### src/rtl/wb_shared_bus.sv
// Wishbone shared-bus interconnect: N masters, N slaves, one transfer at a time.
// Round-robin arbitration, base/mask decode, bus error on unmapped or hung accesses.
module wb_shared_bus #(
  parameter int unsigned              N_MASTERS  = 2,
  parameter int unsigned              N_SLAVES   = 4,
  parameter logic [N_SLAVES*32-1:0]   SLAVE_BASE = '0,
  parameter logic [N_SLAVES*32-1:0]   SLAVE_MASK = {N_SLAVES{32'hF000_0000}},
  parameter int unsigned              TIMEOUT    = 255
) (
  input  logic                    clk,
  input  logic                    reset_n,
  input  logic [32*N_MASTERS-1:0] m_adr_i,
  input  logic [32*N_MASTERS-1:0] m_dat_i,
  input  logic [4*N_MASTERS-1:0]  m_sel_i,
  input  logic [N_MASTERS-1:0]    m_we_i,
  input  logic [N_MASTERS-1:0]    m_cyc_i,
  input  logic [N_MASTERS-1:0]    m_stb_i,
  output logic [31:0]             m_dat_o,
  output logic [N_MASTERS-1:0]    m_ack_o,
  output logic [N_MASTERS-1:0]    m_err_o,
  output logic [N_MASTERS-1:0]    m_rty_o,
  output logic [31:0]             s_adr_o,
  output logic [31:0]             s_dat_o,
  output logic [3:0]              s_sel_o,
  output logic                    s_we_o,
  output logic [N_SLAVES-1:0]     s_cyc_o,
  output logic [N_SLAVES-1:0]     s_stb_o,
  input  logic [32*N_SLAVES-1:0]  s_dat_i,
  input  logic [N_SLAVES-1:0]     s_ack_i,
  input  logic [N_SLAVES-1:0]     s_err_i,
  input  logic [N_SLAVES-1:0]     s_rty_i,
  output logic [N_MASTERS-1:0]    grant_o
);

  localparam int unsigned MIdxW = (N_MASTERS > 1) ? $clog2(N_MASTERS) : 1;

  typedef enum logic [1:0] {StIdle, StBusy, StErr} state_e;

  state_e               state_q, state_d;
  logic [N_MASTERS-1:0] grant_q, grant_d;
  logic [MIdxW-1:0]     last_q, last_d;
  logic [15:0]          wdog_q, wdog_d;

  logic [MIdxW-1:0]     gidx;
  logic [31:0]          g_adr, g_dat;
  logic [3:0]           g_sel;
  logic                 g_we, g_cyc, g_stb;

  logic [N_SLAVES-1:0]  slv_oh;
  logic                 hit;
  logic [31:0]          sl_dat;
  logic                 sl_ack, sl_err, sl_rty;

  logic [N_MASTERS-1:0] pick;
  logic                 found;
  logic [MIdxW-1:0]     cand;

  logic                 busy, stb_act, resp, tout, unmapped;

  // Granted master mux; everything reads as zero while nobody holds the bus.
  always_comb begin
    gidx  = '0;
    g_adr = '0;
    g_dat = '0;
    g_sel = '0;
    g_we  = 1'b0;
    g_cyc = 1'b0;
    g_stb = 1'b0;
    for (int j = 0; j < int'(N_MASTERS); j++) begin
      if (grant_q[j]) begin
        gidx  = MIdxW'(j);
        g_adr = m_adr_i[32*j +: 32];
        g_dat = m_dat_i[32*j +: 32];
        g_sel = m_sel_i[4*j +: 4];
        g_we  = m_we_i[j];
        g_cyc = m_cyc_i[j];
        g_stb = m_stb_i[j];
      end
    end
  end

  // Scan downwards so the lowest-index hitting slave overrides the rest.
  always_comb begin
    slv_oh = '0;
    hit    = 1'b0;
    sl_dat = '0;
    sl_ack = 1'b0;
    sl_err = 1'b0;
    sl_rty = 1'b0;
    for (int k = int'(N_SLAVES) - 1; k >= 0; k--) begin
      if ((g_adr & SLAVE_MASK[32*k +: 32]) == (SLAVE_BASE[32*k +: 32] & SLAVE_MASK[32*k +: 32]))
      begin
        slv_oh    = '0;
        slv_oh[k] = 1'b1;
        hit       = 1'b1;
        sl_dat    = s_dat_i[32*k +: 32];
        sl_ack    = s_ack_i[k];
        sl_err    = s_err_i[k];
        sl_rty    = s_rty_i[k];
      end
    end
  end

  // Round-robin: first requester strictly after the previous owner, wrapping.
  always_comb begin
    pick  = '0;
    found = 1'b0;
    cand  = '0;
    for (int i = 1; i <= int'(N_MASTERS); i++) begin
      cand = MIdxW'((int'(last_q) + i) % int'(N_MASTERS));
      if (!found && m_cyc_i[cand]) begin
        pick[cand] = 1'b1;
        found      = 1'b1;
      end
    end
  end

  always_comb begin
    busy     = (state_q == StBusy);
    stb_act  = busy && g_cyc && g_stb;
    resp     = hit && (sl_ack || sl_err || sl_rty);
    tout     = stb_act && hit && !resp && (wdog_q == 16'(TIMEOUT - 1));
    unmapped = stb_act && !hit;

    s_adr_o  = g_adr;
    s_dat_o  = g_dat;
    s_sel_o  = g_sel;
    s_we_o   = g_we;
    s_cyc_o  = (busy && !tout && g_cyc) ? slv_oh : '0;
    s_stb_o  = (busy && !tout && g_stb) ? slv_oh : '0;
    m_dat_o  = (busy && hit) ? sl_dat : '0;
    // Error beats a simultaneous ack.
    m_ack_o  = (busy && hit && sl_ack && !sl_err && !tout) ? grant_q : '0;
    m_err_o  = ((busy && hit && sl_err) || tout || state_q == StErr) ? grant_q : '0;
    m_rty_o  = (busy && hit && sl_rty) ? grant_q : '0;
    grant_o  = grant_q;
  end

  always_comb begin
    state_d = state_q;
    grant_d = grant_q;
    last_d  = last_q;
    wdog_d  = wdog_q;
    unique case (state_q)
      StIdle: begin
        wdog_d = '0;
        if (found) begin
          grant_d = pick;
          state_d = StBusy;
        end
      end
      StBusy: begin
        if (!g_cyc) begin
          last_d  = gidx;
          grant_d = '0;
          wdog_d  = '0;
          state_d = StIdle;
        end else if (unmapped) begin
          wdog_d  = '0;
          state_d = StErr;
        end else if (!stb_act || resp || tout) begin
          wdog_d = '0;
        end else begin
          wdog_d = wdog_q + 16'd1;
        end
      end
      StErr: begin
        wdog_d  = '0;
        state_d = StBusy;
      end
      default: state_d = StIdle;
    endcase
  end

  always_ff @(posedge clk) begin
    if (!reset_n) begin
      state_q <= StIdle;
      grant_q <= '0;
      last_q  <= MIdxW'(N_MASTERS - 1);
      wdog_q  <= '0;
    end else begin
      state_q <= state_d;
      grant_q <= grant_d;
      last_q  <= last_d;
      wdog_q  <= wdog_d;
    end
  end

endmodule

### config.mk
export PLATFORM = sky130hd
export DESIGN_NAME = wb_shared_bus
export DESIGN_NICKNAME = d
export VERILOG_FILES = /design/src/rtl/wb_shared_bus.sv
export SDC_FILE = /design/constraint.sdc
export NUM_CORES = 1
export LEC_CHECK = 0
export BUFFER_PORTS_ARGS = -buffer_cell sky130_fd_sc_hd__buf_2
export CAP_MARGIN = 20
export CELL_PAD_IN_SITES_DETAIL_PLACEMENT = 1
export CELL_PAD_IN_SITES_GLOBAL_PLACEMENT = 1
export CORE_AREA = 2 2 157 159
export DETAILED_ROUTE_END_ITERATION = 16
export DIE_AREA = 0 0 159 161
export GPL_TIMING_DRIVEN = 1
export PLACE_DENSITY_LB_ADDON = 0.08
export SYNTH_ARGS = -nofsm -noshare
export SYNTH_HDL_FRONTEND = slang
export SYNTH_SLANG_ARGS = --single-unit
### constraint.sdc
create_clock -name clk -period 2.51 [get_ports clk]
set_input_delay 0.251 -clock clk [delete_from_list [all_inputs] [get_ports clk]]
set_output_delay 0.251 -clock clk [all_outputs]
set_load 0.05 [all_outputs]
# After elaboration in Yosys (flattened, before gate mapping)
# Index checks and enable logic that the tools add are counted.
# W data, S select, Z words.
totals:
  register_bits: 21
  latchBits: 0
  ram_bits: 0
  romBits: 0
  in_bits: 284
  out_inout_bits: 117
  wordCells: 106
  n_memories: 0
classes:
  addsub: 3
  multipliers: 0
  n_div: 0
  n_lt_le_gt_ge: 4
  eq_ne: 6
  shifts: 0
  muxes: 48
  n_bitwise: 2
  reduce_logical: 39
op_table:
  columns: ["op", "count"]
  rows:
  - ["$mux W32", 6]
  - ["$mux W16", 3]
  - ["$logic_not A32 Y1", 1]
  - ["$pmux W16 S2", 1]
  - ["$mux W1", 20]
  - ["$mux W2", 10]
  - ["$logic_and A1 B1 Y1", 19]
  - ["$add A16 B1 Y16 const B", 1]
  - ["$eq A16 B8 Y1 const B", 1]
  - ["$mux W4", 4]
  - ["$logic_not A1 Y1", 6]
  - ["$logic_or A1 B1 Y1", 6]
  - ["$pmux W2 S3", 1]
  - ["$lt A1 B2 Y1 const B", 2]
  - ["$ne A2 B2 Y1 const B", 2]
  - ["$pmux W2 S2", 1]
  - ["$reduce_and A2 Y1", 2]
  - ["$reduce_bool A2 Y1", 2]
  - ["$ne A3 B2 Y1 const B", 1]
  - ["$reduce_and A3 Y1", 1]
  - ["$add A1 B1 Y1 const B", 2]
  - ["$demux W1 S1", 2]
  - ["$eq A2 B1 Y1 const B", 1]
  - ["$eq A2 B2 Y1 const B", 1]
  - ["5 further kinds", 6]

# Logic depth before layout (Yosys ltp)
# Gate-level depths: netlist (run 1).
logic_depth:
  depth_word: 15
  depth_mapped: 8
  ltp_nobuf: 7

# Least setup slack after synthesis (run 1)
# Ideal clock, no wire load.
synth_path:
  kind: "reg2out"
  startpoint: "reg grant_q[0] (netlist: grant_o[0])"
  endpoint: "out s_stb_o[0]"
  t_arrival_ns: 2.329
  required_time_ns: 2.259
  setup_slack_ns: -0.070
  path_stages_with_launch: 7
  path_buffers: 2
  path_cell_list: "dfxtp_1 nor2b_1 clkbuf_1 a221oi_2 clkbuf_1 o21ai_0 nor2_1"
synth_between:
  elab_chain_cells: 14
  elab_cells_between_ends: 25
  classes_between: "12 x mux; 13 x reduce/logical"
synth_rtl:
  columns: ["item", "line", "text"]
  rows:
  - ["start, declared", "40", "logic [N_MASTERS-1:0] grant_q, grant_d;"]
  - ["start signal, assigned", "183", "grant_q <= grant_d;"]
  - ["$mux W32 (2 in a row)", "70", "if (grant_q[j]) begin"]
  - ["$logic_not A32 Y1", "91", "if ((g_adr & SLAVE_MASK[32*k +: 32]) == (SLAVE_BASE[32*k +: 32] & SLAVE_MASK[32*k +: 32]))"]
  - ["$mux W1", "91", null]
  - ["$logic_or A1 B1 Y1 (2 in a row)", "121", "resp = hit && (sl_ack || sl_err || sl_rty);"]
  - ["$logic_and A1 B1 Y1", "121", null]
  - ["$logic_not A1 Y1", "122", "tout = stb_act && hit && !resp && (wdog_q == 16'(TIMEOUT - 1));"]
  - ["$logic_and A1 B1 Y1 (2 in a row)", "122", null]
  - ["$logic_not A1 Y1", "130", "s_stb_o = (busy && !tout && g_stb) ? slv_oh : '0;"]
  - ["$logic_and A1 B1 Y1 (2 in a row)", "130", null]
  - ["$mux W4 (*)", "130", null]
  - ["end, declared", "27", "output logic [N_SLAVES-1:0] s_stb_o,"]
# Every way passes the cells marked *; elsewhere a longest branch is shown, timed or not.

# Worst setup path in the final report (run 1)
layout_path:
  startpoint: "reg wdog_q[14]"
  endpoint: "out m_err_o[0]"
layout_between:
  elab_chain_cells: 5
layout_rtl:
  columns: ["item", "line", "text"]
  rows:
  - ["start, declared", "42", "logic [15:0] wdog_q, wdog_d;"]
  - ["start signal, assigned", "185", "wdog_q <= wdog_d;"]
  - ["$eq A16 B8 Y1", "122", null]
  - ["$logic_and A1 B1 Y1", "122", null]
  - ["$logic_or A1 B1 Y1 (2 in a row)", "134", "m_err_o = ((busy && hit && sl_err) || tout || state_q == StErr) ? grant_q : '0;"]
  - ["$mux W2", "134", null]
  - ["end, declared", "20", "output logic [N_MASTERS-1:0] m_err_o,"]
# No other way between the ends.

==> impl_results.md, run 1 <==
- Status: complete, but fails checks
- Failing checks: negative setup slack
- Pwr Total: 1.74 mW
- Vias: 3,461
- Synth top area share: 27.7%
- Startpoint Class: flop
- Site Rows: 57
- Port Buf Inserts: 289
- Worst-path fanout max: 2
- Antenna viol nets, final: 0
- Mapped cell area: 0.00221 mm2
- FF+latch count, synth: 21
- CP endpoint kind: output pin
- Unique masters post-synth: 42
- Largest net degree at the start of global routing: 61
- Seq/Total Area, Yosys: 19.0%
- Leakage: 2.24 nW
- Data required, critical path: 2.26 ns
- Fin. Hold Viols: 0
- Final #Nets: 864
- Residual DRC: 0
- Worst slew pin tran: 0.651 ns
- Post-DR wirelength/cell: 16.3 um
- Async set-or-reset flop fraction in the synthesized netlist: 0%
- Final HPWL DP: 12,500 um
- Clock latency on the worst-skew pair: 0.26 ns
- Final core occ: 17.9%
- # Post-CTS Setup Buffers: 0
- Max Freq: 376 MHz
- Post-route cell area: 0.00429 mm2
- First-pass GRT wire length: 21,500 um
- Vias in the first global route: 3,578
- RSZ-0062 raised after global routing: yes
- Max VDD drop: 0.149 mV
- Synth cell count leaders: a22o_1, and2_1, clkbuf_1
- Die H: 161 um
- Vias per inst: 3.82
- Power per cell area: 406 mW/mm2
- HP Class: primary input to flop
- Final worst slack: -0.149 ns
- Largest cells by area after synthesis: a22o_1, dfxtp_1, and2_1
- Root Driver: clkbuf_16
- H-tree depth: 1
- Number of CTS-inserted buffers: 3
- Deepest clock path buffer count: 2
- Gr usage total: 10.6%
- Synth area leader: a22o_1
- GRT overflow: 0
- Setup Skew: 0.00991 ns
- CP arrival: 2.41 ns
- # IOs: 401
- Initial DRC Count: 120
- CTS tree: done
- Synth Instances: 292
- Period utilization: 106%
- # Max-Cap Violations: 0
- Starting Density: 9.24%
- Clock Sinks: 21
- Die W: 159 um
- Routed WL: 14,700 um
- Core Footprint: 0.0240 mm2
- Relative slew slack: 56.6%
- Area post-placement: 0.00415 mm2
- WS Path Type: flop to output pin
- Most common cell in the synthesized netlist: a22o_1
- Die ar.: 0.0256 mm2
- Gp weighted congestion: 0.850
- Number of flops mapped to enable cells by yosys: 0
- DR pass1 iterations: 4
- Fin Setup TNS: -0.294 ns
- Antenna violations before repair: 3
- Syn-to-layout area delta: 93.9%
- Max-slew violations: 0
- Tmin final: 2.66 ns
- Worst-path clk slew: 0.07 ns
- Prevailing post-synth register cell: dfxtp_1
- YS warnings: 0
- Hold_ws: 0.275 ns
- Final setup viols: 2
- Avg Cell Area, Syn: 7.58 um2
- Layout cells sized above 1: 56.3%
## worst max-delay path: stages (launching register included)
cell and delay (ns):
dfxtp_2 0.32, or4b_1 0.51, or4_4 0.57, o41ai_4 0.25, a22o_1 0.21, and2_4 0.16, buf_12 0.13
## where the power goes
part | switching, mW | leakage, nW | internal (mW)
combinational | 0.727 | 2.03 | 0.310
clock | 0.143 | 0.0409 | 0.215
sequential | 0.00997 | 0.171 | 0.339
## worst paths after layout
check	startpoint	endpoint	slack, ns	cells past startpoint
min	reset_n	last_q	0.27	2
min reg2reg	wdog_q[15]	wdog_q[15]	0.48	1
max	wdog_q[14]	m_err_o[0]	-0.15	6
max reg2reg	wdog_q[14]	wdog_q[15]	0.20	6
## logic make-up after synthesis
family,share of synthesized area [%]
AOI/OAI and AO/OA,41.3
and+or+nand+nor,28.5
buffers and inverters,8.65
DFF,19.0
adders and majority gates,1.13
muxes,0.905
other,0.169
xor gates and xnor gates,0.396
## area by class of cell
type	instances	area (um2)
clock inverter	1	5.00
multi-input combinational	235	1670
antenna	4	10.0
clock buffer	3	75.1
sequential	21	424
timing repair buffer	310	1670
inverter	7	26.3
tap	324	405
fill	2996	19700
## metrics by stage
| step | setup slack, ns | cells |
|---|---|---|
| after CTS | -0.190 | 901 |
| final | -0.149 | 905 |
| after detailed placement | -0.0912 | 897 |
| after floorplan | -0.0701 | 297 |
| after global routing | -0.229 | 904 |
| after global placement | -0.0613 | 897 |
## what timing repair did
action,4_1_cts,5_1_grt
hold buffers,0,0
setup endpoints to repair,4,4
resized for setup,11,2
pin swaps,3,3
## sequential cells by signal, indices dropped and copies added (netlist names)
register,flops
wdog_q,16
grant_o,2
state_q,2
last_q,1
## routing by layer
layer  track usage, %  vias to the layer above  wire, um
li1                 -                     1676         -
met1             10.8                     1607      5320
met2             21.3                      168      8150
met3             2.47                       10      1020
met4             3.18                        0       231
met5                0                        -         0
## cell usage in the layout (no fill, tap or decap), drive strengths merged, types with 2 or more instances in the layout
master  count
a22o       70
and4        3
nand3      12
or4         4
a31oi      13
a41oi       4
a21boi      2
diode       4
nand2      16
buf       310
dfxtp      21
inv         7
conb        6
nand4b      2
and2       40
o21ai      13
nand2b      4
clkbuf      3
and3        6
ha          2
nand4       3
nor3        2
a21oi       8
nor2        9
mux2i       2
(Power assumes the default switching activity.)
==> inputs of run 2 (changes only) <==
PLACE_DENSITY_LB_ADDON = 0.1   (was 0.08)
==> run 2 against run 1 <==
Net effect:
- the run still ends with negative setup slack left
- worst hold slack got worse by 0.0067 ns
- power rose by 0.10%
- cell count fell by 0.77%
- largest power group unchanged
- sequential power barely moved
- non-clock buffer count decreased by 3
- global-route usage up 0.73 points
- critical path type unchanged
- clock power shrank 2%
- die area unchanged
- critical path depth did not move
- utilization down 0.25 points
- wire length grew 7.9%
==> impl_results.md, run 2 (synthesis gave the netlist of run 1 again) <==
- Flop-to-flop setup slack: 0.18 ns (-0.02 ns)
- Met1 Wirelength: 6380 um (+20%)
- Vias per inst: 3.81 (-0.50%)
- Most frequent cells in the layout: buf_2, a22o_1, and2_1
- Vias in the first global route: 3,596 (+0.50%)
- Core Footprint: 0.0240 mm2 (unchanged)
- Syn-to-layout area delta: 91.2%
- Layout cells sized above 1: 56.1% (-0.23 points)
- Fin. Hold Viols: 0 (unchanged)
- Final HPWL DP: 13,500 um (+8.1%)
- Worst-path fanout max: 2 (unchanged)
- Gate power share: 59.9% (+0.4 points)
- Ant diodes: 0 (-4)
- Final #Nets: 861 (-0.35%)
- Commonest non-fill, non-tap cell in the layout: buf_2
- Gp weighted congestion: 0.797 (-6.2%)
- Number of CTS-inserted buffers: 3 (unchanged)
- Sequential power share: 20.0% (about the same)
- Root Driver: clkbuf_16
- Deepest clock path buffer count: 2 (unchanged)
- H-tree depth: 1 (unchanged)
- Leakage: 2.21 nW (-1.0%)
- Period utilization: 106% (-0.27 points)
- Initial DRC Count: 103 (-14%)
- NetSw: 887 uW (+0.82%)
- Max reg flops: 16 (unchanged)
- Tmin final: 2.65 ns (-0.00666 ns)
- Sw Share: 50.8% (+0.36 points)
- Relative slew slack: 55.7% (-0.87 points)
- Fillers: 3,011 (+0.50%)
- Setup Skew: 0.00403 ns (-0.00588 ns)
- Failing checks: negative setup slack
- Antenna viol nets, final: 0 (unchanged)
- Final setup viols: 4 (+2)
- Max VDD drop: 0.179 mV (+20%)
- WL met2: 8610 um (+5.7%)
- GRT overflow: 0 (unchanged)
- Gr usage total: 11.4% (+0.73 points)
- Status: complete, but fails checks
- Startpoint Class: flop
- # IOs: 401 (unchanged)
- Die ar.: 0.0256 mm2 (unchanged)
- # Max-Cap Violations: 0 (unchanged)
- Site Rows: 57 (unchanged)
- HP Class: primary input to flop
- Largest net degree at the start of global routing: 72 (+18%)
- Worst-path clk slew: 0.06 ns (about the same)
- WS Path Type: flop to output pin
- Int Pwr: 858 uW (-0.63%)
- Worst slew pin tran: 0.662 ns (+0.0112 ns)
- Crit-path slowest cell: or4_4
- CTS tree: done
- Data required, critical path: 2.26 ns (about the same)
- CP endpoint kind: output pin
- Hold buffers post-CTS: 0 (unchanged)
- RSZ-0062 raised after global routing: yes
- CP arrival: 2.40 ns (about the same)
- Max Freq: 377 MHz (+0.25%)
- Worst path most repeated cell: or4_4
- Routed WL: 15,900 um (+7.9%)
- DR top layer: met4
- Clock Sinks: 21 (unchanged)
- Post-DR wirelength/cell: 17.7 um (+8.7%)
- Starting Density: 9.24% (unchanged)
- Port Buf Inserts: 289 (unchanged)
- Die H: 161 um (unchanged)
- Max-slew violations: 0 (unchanged)
- Crit path max-delay family: simple AND/OR/NAND/NOR gates
- Fin Setup TNS: -0.486 ns (-0.192 ns)
- Power per cell area: 413 mW/mm2 (+1.5%)
- Final worst slack: -0.142 ns (+0.00666 ns)
- Clk pwr share: 20.1% (-0.4 points)
- Metal3 WL: 816 um (-20%)
- WP buf/inv: 1 (unchanged)
- Top reg by flops: wdog_q
- Vias: 3,417 (-1.3%)
- First-pass GRT wire length: 22,500 um (+4.6%)
- Clock latency on the worst-skew pair: 0.26 ns (about the same)
- DR pass1 iterations: 4 (unchanged)
- Residual DRC: 0 (unchanged)
- Antenna violations before repair: 0 (-3)
- Die W: 159 um (unchanged)
- Slowest stage delay, CP: 0.57 ns (about the same)
- Crit-path cells: or4_4 -> or4_4 -> o41ai_4 -> a22o_1 -> and2_4 -> buf_12
- Place WS: -0.0284 ns (+0.0627 ns)
-- run 2: cell count changes in the layout (fill, tap and decap cells not counted), sizes merged --
cell	delta
clkinv	-1
clkbuf	+1
buf	-3
diode	-4
-- run 2: repair_timing --
action | 4_1_cts | 5_1_grt
hold endpoints to repair | 0 | 0
setup endpoints to repair | 5 | 29
pin swaps | 2 | 1
setup buffers | 0 | 1
resized for setup | 8 | 2
-- run 2: cell type report --
class	instances	area [um2]	share of cell area (%)
Clock buffer	4	78.8	1.86
Inverter	7	26.3	0.621
Multi-Input combinational cell	235	1670	39.5
Sequential cell	21	424	10.0
Tap cell	324	405	9.58
Timing Repair Buffer	307	1630	38.4
-- run 2: routing by layer --
metal  track usage (%)  up-vias
met5                 0        -
met1              13.4     1613
met3              1.62        4
met4              1.45        0
met2              22.2      132
li1                  -     1668
-- run 2: power by group through the flow --
stage	logic (mW)	registers, mW	clock network [mW]
detailed placement	1.05	0.356	0
floorplan	0.703	0.354	0
CTS	1.05	0.349	0.365
global route	1.10	0.350	0.384
finish	1.05	0.349	0.351
global placement	1.05	0.356	0
-- run 2: path summary, 6_finish.rpt --
path | to | cells after the start | startpoint
setup reg to reg | wdog_q[4] | 6 | wdog_q[10]
setup / recovery | m_err_o[1] | 6 | wdog_q[10]
hold reg to reg | wdog_q[15] | 1 | wdog_q[15]
hold / removal | last_q | 2 | reset_n
-- run 2: metrics by stage --
step           hold WS, ns  instance area [um2]  std cells  utilization (%)  total power [mW]
6_report             0.268                 4230        898             17.7              1.75
5_1_grt              0.276                 4230        898             17.7              1.84
4_1_cts              0.273                 4220        897             17.6              1.77
3_5_place_dp         0.479                 4110        893             17.1              1.40
2_1_floorplan        0.407                 2230        297                -              1.06
3_3_place_gp         0.484                 4110        893             17.1              1.40
